<file path="src/rtl/pattern_detector_pkg.sv">
// Shared types and default configuration for the sequential pattern detector.
// The default pattern is letter0 = (11,10), letter1 = (11,00), with letter0 sym0 in the LSBs.
package pattern_detector_pkg;

    typedef enum logic [1:0] {
        StHunt = 2'd0,
        StDone = 2'd1,
        StHold = 2'd2
    } state_e;

    localparam int unsigned DEF_SYM_W           = 2;
    localparam int unsigned DEF_SYMS_PER_LETTER = 2;
    localparam int unsigned DEF_NUM_LETTERS     = 2;
    localparam int unsigned DEF_COUNT_W         = 8;
    localparam int unsigned DEF_CONTINUOUS      = 1;
    localparam logic [7:0]  DEF_RST_PATTERN     = 8'b00_11_10_11;

    // Index width that stays at least one bit for single-entry ranges.
    function automatic int unsigned idx_w(int unsigned n);
        return (n > 1) ? $clog2(n) : 1;
    endfunction

endpackage

</file>
<file path="src/rtl/sat_counter.sv">
// Saturating up-counter with synchronous reset and clear.
// Clear takes priority over increment; the count holds at all-ones.
module sat_counter #(
    parameter int unsigned COUNT_W = 8
) (
    input  logic               clk,
    input  logic               rst,
    input  logic               inc,
    input  logic               clr,
    output logic [COUNT_W-1:0] count
);

    logic [COUNT_W-1:0] count_q, count_d;

    always_comb begin
        count_d = count_q;
        if (clr) begin
            count_d = '0;
        end else if (inc && (count_q != '1)) begin
            count_d = count_q + 1'b1;
        end
    end

    always_ff @(posedge clk) begin
        if (rst) begin
            count_q <= '0;
        end else begin
            count_q <= count_d;
        end
    end

    assign count = count_q;

endmodule

</file>
<file path="src/rtl/pattern_detector_seq.sv">
// Detects a programmable sequence of multi-symbol letters on a symbol stream,
// reporting per-letter progress, a one-cycle done pulse and a saturating match count.
module pattern_detector_seq
    import pattern_detector_pkg::*;
#(
    parameter int unsigned SYM_W           = DEF_SYM_W,
    parameter int unsigned SYMS_PER_LETTER = DEF_SYMS_PER_LETTER,
    parameter int unsigned NUM_LETTERS     = DEF_NUM_LETTERS,
    parameter int unsigned COUNT_W         = DEF_COUNT_W,
    parameter int unsigned CONTINUOUS      = DEF_CONTINUOUS,
    parameter logic [NUM_LETTERS*SYMS_PER_LETTER*SYM_W-1:0] RST_PATTERN = DEF_RST_PATTERN
) (
    input  logic                                     clk,
    input  logic                                     rst,
    input  logic [SYM_W-1:0]                         sym,
    input  logic                                     sym_valid,
    input  logic                                     clear,
    input  logic                                     cfg_load,
    input  logic [NUM_LETTERS*SYMS_PER_LETTER*SYM_W-1:0] cfg_pattern,
    output logic [NUM_LETTERS-1:0]                   letter_detected,
    output logic                                     seq_done,
    output logic [COUNT_W-1:0]                       match_count
);

    localparam int unsigned PAT_W = NUM_LETTERS * SYMS_PER_LETTER * SYM_W;
    localparam int unsigned LIW   = idx_w(NUM_LETTERS);
    localparam int unsigned SIW   = idx_w(SYMS_PER_LETTER);
    localparam logic [LIW-1:0] LAST_LETTER = LIW'(NUM_LETTERS - 1);
    localparam logic [SIW-1:0] LAST_SYM    = SIW'(SYMS_PER_LETTER - 1);

    state_e                 state_q, state_d;
    logic [LIW-1:0]         letter_idx_q, letter_idx_d;
    logic [SIW-1:0]         sym_idx_q, sym_idx_d;
    logic [NUM_LETTERS-1:0] letter_det_q, letter_det_d;
    logic [PAT_W-1:0]       pattern_q, pattern_d;
    logic                   cnt_inc, cnt_clr;
    logic                   idx_ok;
    logic [SYM_W-1:0]       exp_sym, first_sym;

    assign idx_ok    = (32'(letter_idx_q) < NUM_LETTERS) && (32'(sym_idx_q) < SYMS_PER_LETTER);
    assign exp_sym   = pattern_q[(32'(letter_idx_q) * SYMS_PER_LETTER + 32'(sym_idx_q)) * SYM_W
                                 +: SYM_W];
    assign first_sym = pattern_q[32'(letter_idx_q) * SYMS_PER_LETTER * SYM_W +: SYM_W];

    always_comb begin
        state_d      = state_q;
        letter_idx_d = letter_idx_q;
        sym_idx_d    = sym_idx_q;
        letter_det_d = letter_det_q;
        pattern_d    = pattern_q;
        cnt_inc      = 1'b0;
        cnt_clr      = 1'b0;

        if (clear) begin
            state_d      = StHunt;
            letter_idx_d = '0;
            sym_idx_d    = '0;
            letter_det_d = '0;
            cnt_clr      = 1'b1;
        end else if (cfg_load) begin
            pattern_d    = cfg_pattern;
            state_d      = StHunt;
            letter_idx_d = '0;
            sym_idx_d    = '0;
            letter_det_d = '0;
        end else begin
            unique case (state_q)
                StHunt: begin
                    if (!idx_ok) begin
                        letter_idx_d = '0;
                        sym_idx_d    = '0;
                        letter_det_d = '0;
                    end else if (sym_valid) begin
                        if (sym == exp_sym) begin
                            if (sym_idx_q == LAST_SYM) begin
                                letter_det_d[letter_idx_q] = 1'b1;
                                sym_idx_d = '0;
                                if (letter_idx_q == LAST_LETTER) begin
                                    state_d      = StDone;
                                    letter_idx_d = '0;
                                    cnt_inc      = 1'b1;
                                end else begin
                                    letter_idx_d = letter_idx_q + 1'b1;
                                end
                            end else begin
                                sym_idx_d = sym_idx_q + 1'b1;
                            end
                        end else if ((sym_idx_q != '0) && (sym == first_sym)) begin
                            // The failing symbol may itself start the current letter again.
                            sym_idx_d = SIW'(1);
                        end else begin
                            sym_idx_d = '0;
                        end
                    end
                end
                StDone: begin
                    if (CONTINUOUS != 0) begin
                        state_d      = StHunt;
                        letter_det_d = '0;
                    end else begin
                        state_d = StHold;
                    end
                    letter_idx_d = '0;
                    sym_idx_d    = '0;
                end
                StHold: ;
                default: begin
                    state_d      = StHunt;
                    letter_idx_d = '0;
                    sym_idx_d    = '0;
                    letter_det_d = '0;
                end
            endcase
        end
    end

    always_ff @(posedge clk) begin
        if (rst) begin
            state_q      <= StHunt;
            letter_idx_q <= '0;
            sym_idx_q    <= '0;
            letter_det_q <= '0;
            pattern_q    <= RST_PATTERN;
        end else begin
            state_q      <= state_d;
            letter_idx_q <= letter_idx_d;
            sym_idx_q    <= sym_idx_d;
            letter_det_q <= letter_det_d;
            pattern_q    <= pattern_d;
        end
    end

    sat_counter #(
        .COUNT_W(COUNT_W)
    ) u_sat_counter (
        .clk  (clk),
        .rst  (rst),
        .inc  (cnt_inc),
        .clr  (cnt_clr),
        .count(match_count)
    );

    assign letter_detected = letter_det_q;
    assign seq_done        = (state_q == StDone);

endmodule

</file>
<file path="config.mk">
export PLATFORM = sky130hd
export DESIGN_NAME = pattern_detector_seq
export DESIGN_NICKNAME = d
export VERILOG_FILES = /design/src/rtl/pattern_detector_pkg.sv /design/src/rtl/sat_counter.sv /design/src/rtl/pattern_detector_seq.sv
export SDC_FILE = /design/constraint.sdc
export NUM_CORES = 1
export LEC_CHECK = 0
export BUFFER_PORTS_ARGS = -buffer_cell sky130_fd_sc_hd__buf_4
export CAP_MARGIN = 20
export CELL_PAD_IN_SITES_DETAIL_PLACEMENT = 1
export CELL_PAD_IN_SITES_GLOBAL_PLACEMENT = 1
export CORE_MARGIN = 2
export CORE_UTILIZATION = 42
export CTS_CLUSTER_DIAMETER = 200
export DETAILED_ROUTE_END_ITERATION = 7
export PLACE_DENSITY_LB_ADDON = 0.1
export SETUP_SLACK_MARGIN = 0.5
export SLEW_MARGIN = 20
export SYNTH_ARGS = -nofsm -noshare
export SYNTH_HDL_FRONTEND = slang
export SYNTH_HIERARCHICAL = 1
export SYNTH_SLANG_ARGS = --single-unit
</file>
<file path="constraint.sdc">
create_clock -name clk -period 3.4 [get_ports clk]
set_input_delay 0.17 -clock clk [delete_from_list [all_inputs] [get_ports clk]]
set_output_delay 0.17 -clock clk [all_outputs]
set_load 0.05 [all_outputs]
</file>
# After elaboration in Yosys (flattened, before gate mapping)
# Cells that the tools add are included.
[classes]
addsub = 4
multipliers = 0
div = 0
order_cmp = 2
n_eq_ne = 9
n_shift = 2
muxes = 29
bitwise = 3
reduce_logical = 10
[ops]
columns = ["operator", "n"]
rows = [
  ["1-bit 2-to-1 mux", 17],
  ["2-bit 2-to-1 mux", 7],
  ["8-bit by 1-bit adder with 8-bit output, second input constant", 1],
  ["2-bit != test, second input constant", 4],
  ["8-bit != test, second input constant", 1],
  ["2-bit case mux with 2 select lines", 2],
  ["8-bit by 4-bit indexed part select with 2-bit output", 1],
  ["8-bit by 5-bit indexed part select with 2-bit output", 1],
  ["5-bit AND reduction", 1],
  ["2-bit equality test", 2],
  ["1-bit case mux with 2 select lines", 2],
  ["2-bit AND reduction", 2],
  ["4-bit AND reduction", 1],
  ["2-bit by 1-bit adder with 3-bit output", 1],
  ["1-bit logical AND", 3],
  ["3-bit OR reduction", 1],
  ["1-bit adder, second input constant", 2],
  ["2-bit by 1-bit equality test with 1-bit output, second input constant", 1],
  ["2-bit equality test, second input constant", 1],
  ["2-bit zero test", 1],
  ["1-bit by 2-bit < comparator with 1-bit output, second input constant", 1],
  ["1-bit inverter", 2],
  ["2-bit bitwise OR", 1],
  ["2-bit OR reduction", 1],
  ["other kinds (2)", 2],
]
[totals]
ff_bits = 22
latch_bits = 0
ramBits = 0
rom_bits = 0
in_bits = 15
out_inout_bits = 11
wordCells = 65
mem_count = 0

# Longest topological paths before layout
[depth]
word_depth = 9
depth_mapped = 9
depth_no_buf = 8

# Hierarchy
# Netlist, hierarchy kept.
[modules_own_cells]
columns = ["mod", "n_inst", "cells_per_inst", "area_per_inst_um2", "seq_area_each_um2"]
rows = [
  ["pattern_detector_seq", 1, 68, 659.4, 260.2],
  ["sat_counter", 1, 47, 435.4, 160.2],
]

# Worst setup path before layout
# No wires, ideal clock.
[synth_path]
path_kind = "reg2reg"
startpoint = "register sym_idx_q"
endpoint = "register u_sat_counter.count_q[5] (netlist: u_sat_counter/count[5])"
setup_time_ps = 100
arrival_ps = 2267
t_required_ps = 3300
path_slack_ps = 1033
path_stages_with_launch = 10
n_path_buf = 1
synth_period_minus_slack_ps = 2367
cell_sequence = "dfxtp_1 > buf_6 > mux2i_1 > xor2_1 > nor2b_1 > nand4_1 > nor4_1 > and4_1 > a31oi_1 > a2111oi_4"
[synth_between]
elab_chain_len = 9
word_cells_on_any_way = 10
cone_classes = "add/sub: 1; eq/ne: 1; shift: 1; mux: 6; reduce/logical: 1"
[synth_lines]
columns = ["element", "line_no", "text"]
rows = [
  ["from (decl)", "pattern_detector_seq.sv:33", "logic [SIW-1:0] sym_idx_q, sym_idx_d;"],
  ["from (signal assigned)", "pattern_detector_seq.sv:127", "sym_idx_q <= sym_idx_d;"],
  ["2-bit by 1-bit adder with 3-bit output", "pattern_detector_seq.sv:41", "assign exp_sym = pattern_q[(32'(letter_idx_q) * SYMS_PER_LETTER + 32'(sym_idx_q)) * SYM_W"],
  ["8-bit by 5-bit indexed part select with 2-bit output", "pattern_detector_seq.sv:41", ""],
  ["2-bit equality test", "pattern_detector_seq.sv:74", "if (sym == exp_sym) begin"],
  ["1-bit 2-to-1 mux *", "pattern_detector_seq.sv:74", ""],
  ["1-bit 2-to-1 mux *", "pattern_detector_seq.sv:73", "end else if (sym_valid) begin"],
  ["1-bit 2-to-1 mux *", "pattern_detector_seq.sv:67", "unique case (state_q)"],
  ["1-bit 2-to-1 mux *", "pattern_detector_seq.sv:60", "end else if (cfg_load) begin"],
  ["1-bit 2-to-1 mux *", "pattern_detector_seq.sv:54", "if (clear) begin"],
  ["net cnt_inc", "pattern_detector_seq.sv:36", "logic cnt_inc, cnt_clr;"],
  ["1-bit logical AND *", "sat_counter.sv:19", "end else if (inc && (count_q != '1)) begin"],
  ["to (signal assigned)", "sat_counter.sv:28", "count_q <= count_d;"],
  ["to (decl)", "sat_counter.sv:13", "logic [COUNT_W-1:0] count_q, count_d;"],
]
# Mark *: on every way through the listed nets, which the timed path passes. The rest lies on a longest branch.
# A chain may end at the register's enable or synchronous reset.

# Final worst setup path
# Ends and elaborated chain as after synthesis.

==> results.py <==
metrics = {
    "critical_path": {
        "worst_path_largest_cell_delay_ns": 0.54,
        "crit_arrival_ns": 2.86,
        "required_ns": 3.61,
        "critical_path_class": "reg2reg",
        "slowest_stage_cell_on_the_critical_path": "dfxtp_1",
        "worst-path-buf-inv": 0,
        "crit_chain": "mux2i_1 > xor2_1 > nor2b_1 > nand4_1 > nor4_4 > and4_1 > a31oi_1 > a2111oi_4",
        "critPathMaxFanout": 9,
        "timing.critical_path.max_delay_family": "simple AND/OR/NAND/NOR gates",
        "worstSetupEndpointType": "flop",
        "timing.critical_path.from_type": "flop",
    },
    "logic_synthesis": {
        "ys_async_sr_fraction_pct": 0,
        "post_synth_xor_area_fraction_pct": 4.80,
        "synth_seq_cells": 21,
        "ys_dominant_reg_cell": "dfxtp_1",
        "post_synth_edffs": 0,
        "synth_cells": 115,
        "synth_top_family_by_area": "simple AND/OR/NAND/NOR gates",
        "post-synth-top-count-cell": "dfxtp_1",
        "synth-compound-area-share_pct": 14.7,
        "share_of_yosys_cell_area_claimed_by_the_top_area_cell_type_pct": 38.4,
        "synth_simple_gate_area_share_pct": 24.5,
        "synthesis.area_per_instance_um2": 9.52,
        "yosysWarningCount": 6,
        "synthDominantAreaCellType": "dfxtp_1",
        "synth.top_cells.by_count": "dfxtp_1 (21), mux2i_1 (13), nand2_1 (8)",
        "netlist_top_cells_area": "dfxtp_1 (38%), mux2i_1 (12%), a211o_1 (4.0%)",
        "synthAdderAreaFrac_pct": 1.14,
        "synth.lib_cells_used.distinct": 33,
        "yosysSeqAreaShare_pct": 38.4,
        "synth_nets": 131,
        "synth_mux_area_share_pct": 11.9,
        "synth.cell_area_um2": 1090,
    },
    "final_layout": {
        "nNetsFinal": 156,
        "antenna-diode-count": 0,
        "area_growth_pct": 20.8,
        "postLayoutCoreUtil_pct": 53.4,
        "fraction_of_final_layout_cells_sized_beyond_drive_strength_1_pct": 24.5,
        "fillers": 300,
        "ff_latch_area_um2": 420,
        "final_area_um2": 1320,
        "combined_area_of_the_multi_input_logic_cells_um2": 639,
    },
    "grt": {
        "antenna_found_initial": 0,
        "grt_first_pass_wirelength_um": 3850,
        "grt_remaining_overflow": 0,
        "first_global_vias": 873,
        "most_used_routing_layer": "met2",
        "grt_use_met3_pct": 3.23,
        "groute.layer.met2.usage_pct": 28.2,
        "globalRouteMet1Util_pct": 23.8,
        "groute.usage.overall_pct": 17.6,
        "grt_max_degree": 16,
    },
    "timing": {
        "fin_tns_setup_ns": 0,
        "final-setup-viol-count": 0,
        "timing.max_slew.rel_slack_pct": 35.8,
        "postLayoutSetupSlackWorst_ns": 0.749,
        "final_min_period_over_clock_period_pct": 78.0,
        "final.setup_skew_ns": 0.00918,
        "achievable-frequency_ghz": 0.377,
        "timing_hold_violations_final": 0,
        "finalWorstPathRequiredPeriod_ns": 2.65,
        "slew_viol_final": 0,
        "pin_slew_with_the_least_headroom_to_its_limit_ns": 0.961,
        "rsz0062_at_grt": "no",
    },
    "power": {
        "finalPower_uw": 436,
        "power_density_nw_per_um2": 330,
        "p_leak_uw": 0.000507,
        "worst_ir_drop_vdd_mv": 0.170,
    },
    "clocking": {
        "tritoncts": "yes",
        "number_of_clock_buffers_inserted_by_tritoncts": 3,
        "cts_buffer_depth": 2,
        "cts.sink_count": 21,
        "post_cts_resized": 0,
        "cts_root_buffer": "clkbuf_4",
        "postCtsSetupBuffers": 0,
        "holdBufCountCts": 0,
        "clkLatencyLatePin_ns": 0.30,
        "worst_setup_hold_path_clk_slew_ns": 0.12,
        "cts.htree.levels": 1,
    },
    "place": {
        "place_ws_ns": 0.610,
        "detailed_place.area_um2": 1280,
        "io_buffer_count": 25,
        "dpl.hpwl_um": 1850,
        "gpl.final_weighted_congestion": 0.895,
    },
    "min_path": {
        "min-delay-path-class": "in2reg",
    },
    "floorplan": {
        "num_io_pins": 26,
        "core_area_um2": 2480,
        "initial_utilization_pct": 44.2,
        "die_y_um": 55.1,
        "fp.dieArea_um2": 3030,
        "die_w_um": 55.1,
        "std_cell_rows": 18,
    },
    "run": {
        "cap_violations": 0,
    },
    "routing": {
        "wl_per_cell_um": 14.7,
        "route.vias.total": 940,
        "post_drt_via_cell_ratio": 5.56,
        "drt_wl_total_um": 2490,
        "antenna_left": 0,
        "drc": 0,
        "first_pass_iters": 5,
        "drt-initial-drc-count": 9,
    },
    "outcome": {
        "result_of_the_run": "complete, no violations",
    },
}
-- path summary, 6_finish.rpt --
path / cells after the start / to / slack [ns] / start
setup reg to reg: 8 / u_sat_counter/count[5] / 0.75 / sym_idx_q
hold reg to reg: 2 / letter_detected[1] / 0.46 / letter_detected[1]
hold / removal: 2 / pattern_q[0] / 0.06 / cfg_pattern[0]
setup / recovery: 8 / u_sat_counter/count[5] / 0.75 / sym_idx_q
-- sequential cells by signal, indices dropped and copies added, names as in the netlist --
name	cells
pattern_q	8
u_sat_counter/count	8
letter_detected	2
letter_idx_q	1
state_q	1
sym_idx_q	1
-- cells in the final DEF (no fill, tap or decap), types with 2 or more instances in the layout --
master	instances
o21ai_0	2
nand4_1	3
xor2_1	4
a21oi_1	5
nor3b_1	2
buf_4	25
a31oi_1	3
inv_1	3
a21boi_1	2
and4_1	2
nand3_1	2
clkbuf_4	3
nor2b_1	7
mux2i_1	13
dfxtp_1	21
nor2_1	7
and3_1	3
or3_1	4
xnor2_1	2
nand2_1	8
a211o_1	5
-- worst register-to-register path, cell delays in order, from the launching register on --
cell and delay (ns):
dfxtp_1 0.54, mux2i_1 0.27, xor2_1 0.18, nor2b_1 0.19, nand4_1 0.23, nor4_4 0.31
and4_1 0.36, a31oi_1 0.16, a2111oi_4 0.34
-- cell type report --
class                      instances  share of cell area, %
clock buffer                       4                   1.99
multi-input combinational         86                   48.3
tap                               30                   2.84
sequential                        21                   31.8
inverter                           3                  0.851
timing repair buffer              25                   14.2
-- power by group --
| part | internal [µW] | switching [µW] |
|---|---|---|
| Clock | 45.7 | 75.2 |
| Combinational | 30.6 | 27.4 |
| Sequential | 252 | 4.97 |
-- logic make-up (layout without fill, tap and decap cells) --
group	Yosys count	after routing
simple gates	46	46
fa+ha+maj	1	1
flops	21	21
mux	13	13
xor+xnor	6	6
buf+inv	8	32
compound gates	20	20
-- stage by stage --
stage,std cells,hold slack [ns]
floorplan,115,0.234
global placement,165,0.371
detailed placement,165,0.380
CTS,169,0.0514
global route,169,0.0426
finish,169,0.0606
-- routing by layer --
layer,share of wire (%),wire length [µm],vias to the layer above
li1,-,-,464
met1,50,1250,444
met2,45,1120,30
met3,4.2,105,2
met4,0.32,8,0
met5,0,0,-
Power figures use the tool's default switching activity.
